File: src/rtl/ddr3_return_drain.sv
// ddr3_return_drain
// Drains the controller's return-data FIFO ({addr, data}) into a 2-entry
// skid buffer and presents the words to the host as a valid/ready stream.
// Also tags the last beat of each burst and counts the words handed over.
// Optional build macro: DRAIN_SEQCHK_EN adds a sticky address-sequence
// checker (seq_err). Without it seq_err is tied 0 and no checker exists.
module ddr3_return_drain #(
    parameter int BURST_LEN = 8,
    parameter int AW        = 26,
    parameter int DW        = 16,
    parameter int CNT_W     = 16
) (
    input  logic               clk,
    input  logic               reset,
    input  logic               ret_notempty,
    input  logic [AW+DW-1:0]   ret_data,
    output logic               ret_get,
    input  logic               host_ready,
    output logic               validout,
    output logic [DW-1:0]      dout,
    output logic [AW-1:0]      raddr,
    output logic               rlast,
    output logic [CNT_W-1:0]   drained_cnt,
    output logic               seq_err
);

    localparam int BW = $clog2(BURST_LEN);
    localparam int EW = AW + DW;

    // occ: words held in the skid buffer; inflight: a word popped last cycle
    // whose data is on ret_data now and is captured at the coming edge.
    logic [1:0]    occ;
    logic          inflight;
    logic [EW-1:0] head_q;
    logic [EW-1:0] tail_q;
    logic [BW-1:0] beat;
    logic          accept;

    function automatic logic [CNT_W-1:0] sat_inc(input logic [CNT_W-1:0] v);
        return (&v) ? v : v + CNT_W'(1);
    endfunction

    assign accept   = validout & host_ready;
    assign validout = (occ != 2'd0);
    assign dout     = head_q[DW-1:0];
    assign raddr    = head_q[EW-1:DW];
    assign rlast    = validout & (beat == BW'(BURST_LEN - 1));

    // Pop credit: buffered + in-flight words must stay within the two slots.
    // An accept this cycle frees a slot at the same edge, which is what keeps
    // the stream at one word per cycle while the host is ready.
    always_comb begin
        ret_get = 1'b0;
        if (!reset && ret_notempty &&
            (({1'b0, occ} + {2'b0, inflight}) < (3'd2 + {2'b0, accept})))
            ret_get = 1'b1;
    end

    // Skid buffer: capture the in-flight word at the tail, pop head on accept.
    always_ff @(posedge clk) begin
        if (reset) begin
            occ      <= 2'd0;
            inflight <= 1'b0;
            head_q   <= '0;
            tail_q   <= '0;
        end else begin
            inflight <= ret_get;
            case (occ)
                2'd0: begin
                    if (inflight) begin
                        head_q <= ret_data;
                        occ    <= 2'd1;
                    end
                end
                2'd1: begin
                    if (accept && inflight) begin
                        head_q <= ret_data;
                    end else if (accept) begin
                        occ <= 2'd0;
                    end else if (inflight) begin
                        tail_q <= ret_data;
                        occ    <= 2'd2;
                    end
                end
                default: begin
                    if (accept) begin
                        head_q <= tail_q;
                        if (inflight)
                            tail_q <= ret_data;
                        else
                            occ <= 2'd1;
                    end
                end
            endcase
        end
    end

    // Beat position within the burst and saturating drained-word count.
    always_ff @(posedge clk) begin
        if (reset) begin
            beat        <= '0;
            drained_cnt <= '0;
        end else if (accept) begin
            beat        <= beat + BW'(1);
            drained_cnt <= sat_inc(drained_cnt);
        end
    end

`ifdef DRAIN_SEQCHK_EN
    logic [AW-1:0] prev_addr;
    logic          seq_err_q;

    // Burst starts must be burst-aligned; later beats must follow the
    // previous accepted address by one.
    always_ff @(posedge clk) begin
        if (reset) begin
            prev_addr <= '0;
            seq_err_q <= 1'b0;
        end else if (accept) begin
            prev_addr <= raddr;
            if (beat == '0) begin
                if (raddr[BW-1:0] != '0)
                    seq_err_q <= 1'b1;
            end else if (raddr != prev_addr + AW'(1)) begin
                seq_err_q <= 1'b1;
            end
        end
    end

    assign seq_err = seq_err_q;
`else
    assign seq_err = 1'b0;
`endif

endmodule

File: config.mk
export PLATFORM = sky130hd
export DESIGN_NAME = ddr3_return_drain
export DESIGN_NICKNAME = d
export VERILOG_FILES = /design/src/rtl/ddr3_return_drain.sv
export SDC_FILE = /design/constraint.sdc
export NUM_CORES = 1
export LEC_CHECK = 0
export CAP_MARGIN = 5
export CORE_UTILIZATION = 55
export DETAILED_ROUTE_END_ITERATION = 10
export DONT_BUFFER_PORTS = 1
export PLACE_DENSITY = 0.7
export SLEW_MARGIN = 20
export SYNTH_ARGS = -nofsm -noshare
export SYNTH_HDL_FRONTEND = slang
export SYNTH_SLANG_ARGS = --single-unit
File: constraint.sdc
create_clock -name clk -period 2.65 [get_ports clk]
set_input_delay 0.53 -clock clk [delete_from_list [all_inputs] [get_ports clk]]
set_output_delay 0.53 -clock clk [all_outputs]
set_load 0.02 [all_outputs]
==> results.txt <==
For the number of global-route vias before repair, the log shows 3249. The minimum setup slack in the final design is 0.334 ns, and the detailed-route wire length is 9190 um. The synthesized-area fraction occupied by adder cells was 0.0141. Worst setup timing slack at the placement stage: 0.376 ns.

The tools report the number of remaining DRC errors as 0. In this run the core area contains 32 standard-cell rows. The run gives 0.479 as the sequential element share of the synthesized area. CTS root buffer: clkbuf_8. The number of stages on the worst hold path came out at 1. The analysis attributes to net switching a power of 764 uW. After synthesis the netlist holds a flip-flop and latch count of 106. The fraction of synthesized cell area in xor and xnor cells works out to 0.00395.

Critical hold path startpoint: reset. The routed layout has 3448 vias. In this run, distinct cell masters in the synthesized netlist total 37. In this run the worst path has a maximum fanout of 24. Instance count of the mapped netlist: 512.

The required time at the worst-slack endpoint is 2.12 ns. The type of the setup path with the least slack was flop to primary output. During I/O placement, the number of pins put on the boundary was 108. Counting cells, the worst reg-to-reg path comes to 5.

The share of synthesized flip-flops with an asynchronous set or reset came out at 0. Input and output buffers added on the ports amount to 0. For the pin with the worst max-slew slack, the measured transition is 0.617 ns.

The area taken by flip-flops and latches is 2120 sq um. Setup repair after global routing left no endpoint under its margin. The share of total power in the clock network came out at 0.321. The number of warnings printed during yosys synthesis was 0. The internal power consumption is 2.08 mW. The post-route clock period utilization is 0.874, and the clock buffer count from CTS is 9. In this run the deepest clock path goes through 2 buffers. For hold timing, the worst endpoint is drained_cnt[8]. For the sequential fraction of design power, the log shows 0.619. The full die area was 8420 sq um; the number of resized instances in the post-cts repair step was 0. For the relative slew slack, the log shows 0.589. The post-synthesis cell type with the largest combined area is dfxtp_1.

The register-to-register setup slack came out at 0.35 ns. Type of element launching the critical path: a flop. The worst clock skew was 0.00961 ns. Setup violations remaining at the end of the flow were counted as 0. Yosys instantiated no cell more often than dfxtp_1.

The run gives 3 as the number of H-tree levels. The simple-gate area share of the yosys netlist was 0.191; the share of layout cells above drive strength 1 was 0.0765. Yosys mapped a number of flops with a built-in enable equal to 0. The pre-antenna-repair detailed-routing pass consisted of 6 iterations. The total congestion overflow after global routing was 0.

The run gives 0 as the final antenna-violating net count. From synthesis to final layout, the design area changed by 5.45%. 0 antenna diodes ended up in the layout.

In this run, the number of DRC markers left after iteration 0 of detailed routing was 124. The number of nets handed over by synthesis was 563. The area share of the largest cell type after synthesis works out to 0.479. Global placement routability congestion: 0.841.

For the clock network latency to the later pin of the worst-skew pair, the log shows 0.37 ns. The run finished with clean final reports. The total global-route track usage was 0.225; the fraction of the core area covered by cells at the end of the flow was 0.601. The main combinational cell family by area after synthesis was simple AND/OR/NAND/NOR gates. For this run, the post-layout net count is 543.

The chip height is 91.7 um, and the wire length per cell is 15.3 um. The tools report the final number of max-transition violations as 0. By count the netlist is led by dfxtp_1 (106), nand2_1 (93), a21oi_1 (56).

Summing every instance area after synthesis gives 4430 sq um. Once detailed placement completed, the half-perimeter wirelength came to 5940 um. Fill cells in the final layout number 708. After clock tree synthesis, the clock-pin slew on the worst setup and hold paths is 0.10 ns. The met2 global-route usage was 0.377.

The run gives 0.059 as the portion of total power attributed to combinational logic. The worst supply voltage drop on vdd was 0.278 mV; the total setup buffers inserted after CTS was 0. The cell area power density is 609 nW/um^2, and the area of the multi-input gates is 2150 sq um.

The tools report the initial standard-cell utilization of the core as 0.570. The run gives 1.48 nW as the leakage power. The worst setup path is captured at a primary output.

STA puts the critical path data arrival time at 1.79 ns. The startpoint identified for the worst register-to-register timing path is drained_cnt[0]. Yosys attributes the largest share of cell area to dfxtp_1 (48%), mux2i_1 (9.5%), nand2_1 (7.9%). TritonCTS built the clock tree. The hold violation total from the final report is 0, and the wire length of the first global-routing pass is 15100 um. Summing internal, switching and leakage power gives 2.84 mW. The per-cell via count in the routed design was 5.76; the final setup TNS was 0 ns. The type of the most critical hold path was primary input to flop. The worst register-to-register path ends at drained_cnt[2]. Global routing's busiest layer: met2. The maximum achievable frequency is 0.432 GHz, and the pin count of the biggest net entering global routing is 113. The area fraction in compound gates after synthesis is 0.162.

For the number of hold buffers added after CTS, the log shows 0. Clock net sink count: 106. The tools report the met3 track demand over resource in global routing as 0.0738.

The number of antenna violations at the first check in global routing came out at 0. Shortest period the worst path allows: 2.32 ns. The tools report the placeable core region as 7770 sq um.

The synthesized area per cell is 8.65 sq um. The max capacitance violation total was 0; the met1 usage in global routing was 0.265. The main flop type after synthesis is dfxtp_1.

The die width was 91.7 um. The switching power as a share of total power is 0.269, and the share of cell area taken by muxes after synthesis is 0.110.
## per-layer routing
layer / vias up / share of wire
met1: 1603 / 0.44
met5: - / 0
met4: 0 / 0.013
met3: 10 / 0.076
met2: 85 / 0.47
li1: 1750 / -
## worst max path at each step
stage / startpoint / end / slack [ns] / depth (start not counted)
CTS: occ[1] / rlast / 0.30 / 3
detailed placement: drained_cnt[0] / drained_cnt[2] / 0.38 / 5
global placement: drained_cnt[0] / drained_cnt[10] / 0.46 / 5
floorplan: drained_cnt[0] / drained_cnt[10] / 0.58 / 5
finish: occ[1] / rlast / 0.33 / 3
global route: occ[0] / ret_get / 0.20 / 3
## per-stage QoR
| stage | hold WS [ns] | area [sq um] | cells |
|---|---|---|---|
| 2_1_floorplan | 0.436 | 4430 | 512 |
| 3_3_place_gp | 0.435 | 4490 | 583 |
| 3_5_place_dp | 0.440 | 4490 | 583 |
| 4_1_cts | 0.198 | 4670 | 599 |
| 5_1_grt | 0.201 | 4670 | 599 |
| 6_report | 0.217 | 4670 | 599 |
## cell families after synthesis
group,after synthesis
simple gates,191
xor+xnor,2
other cells,1
mux,48
fa+ha+maj,5
flops,106
buf+inv,43
compound gates,116
## sequential cells by signal (all words and copies together) (netlist names)
| register | count |
|---|---|
| head_q | 42 |
| beat | 3 |
| drained_cnt | 16 |
| tail_q | 42 |
| inflight | 1 |
| occ | 2 |
## cell usage in the layout, fill, tap and decap left out, types with 2 or more instances in the layout
| cell type | Yosys | routed |
|---|---|---|
| a211oi_1 | 42 | 42 |
| a21oi_1 | 56 | 56 |
| and3_1 | 2 | 2 |
| buf_4 | 1 | 9 |
| clkbuf_8 | 0 | 9 |
| clkinv_4 | 0 | 3 |
| dfxtp_1 | 106 | 105 |
| ha_1 | 5 | 5 |
| inv_1 | 2 | 2 |
| inv_6 | 0 | 2 |
| mux2_2 | 6 | 6 |
| mux2i_1 | 42 | 42 |
| nand2_1 | 93 | 93 |
| nand3_1 | 7 | 7 |
| nand4_1 | 5 | 5 |
| nor2_1 | 54 | 54 |
| nor2b_1 | 7 | 7 |
| nor3_1 | 3 | 3 |
| o21a_1 | 2 | 2 |
| o21ai_0 | 6 | 6 |
| o31ai_1 | 6 | 6 |
| or3_1 | 5 | 5 |
| or4_1 | 7 | 7 |
| xnor2_1 | 2 | 2 |
## worst max-delay path, cell delays in order (launching register included)
cell and delay (ns):
dfxtp_2 0.43, buf_4 0.40, nor2_1 0.17, nor2b_1 0.41
## cell type report
class | instances | area share
clock buffer | 10 | 0.0273
multi-input combinational | 363 | 0.459
inverter | 2 | 0.00161
timing repair buffer | 10 | 0.0188
tap | 102 | 0.0273
sequential | 106 | 0.455
clock inverter | 6 | 0.0110
## power by group through the flow
stage	registers [mW]	clock network (mW)	logic, mW
6_report	1.76	0.914	0.169
5_1_grt	1.77	1.02	0.195
4_1_cts	1.76	0.955	0.172
3_5_place_dp	1.80	0	0.171
3_3_place_gp	1.80	0	0.164
2_1_floorplan	1.79	0	0.169
No activity file was read; power rests on OpenSTA's default activity.
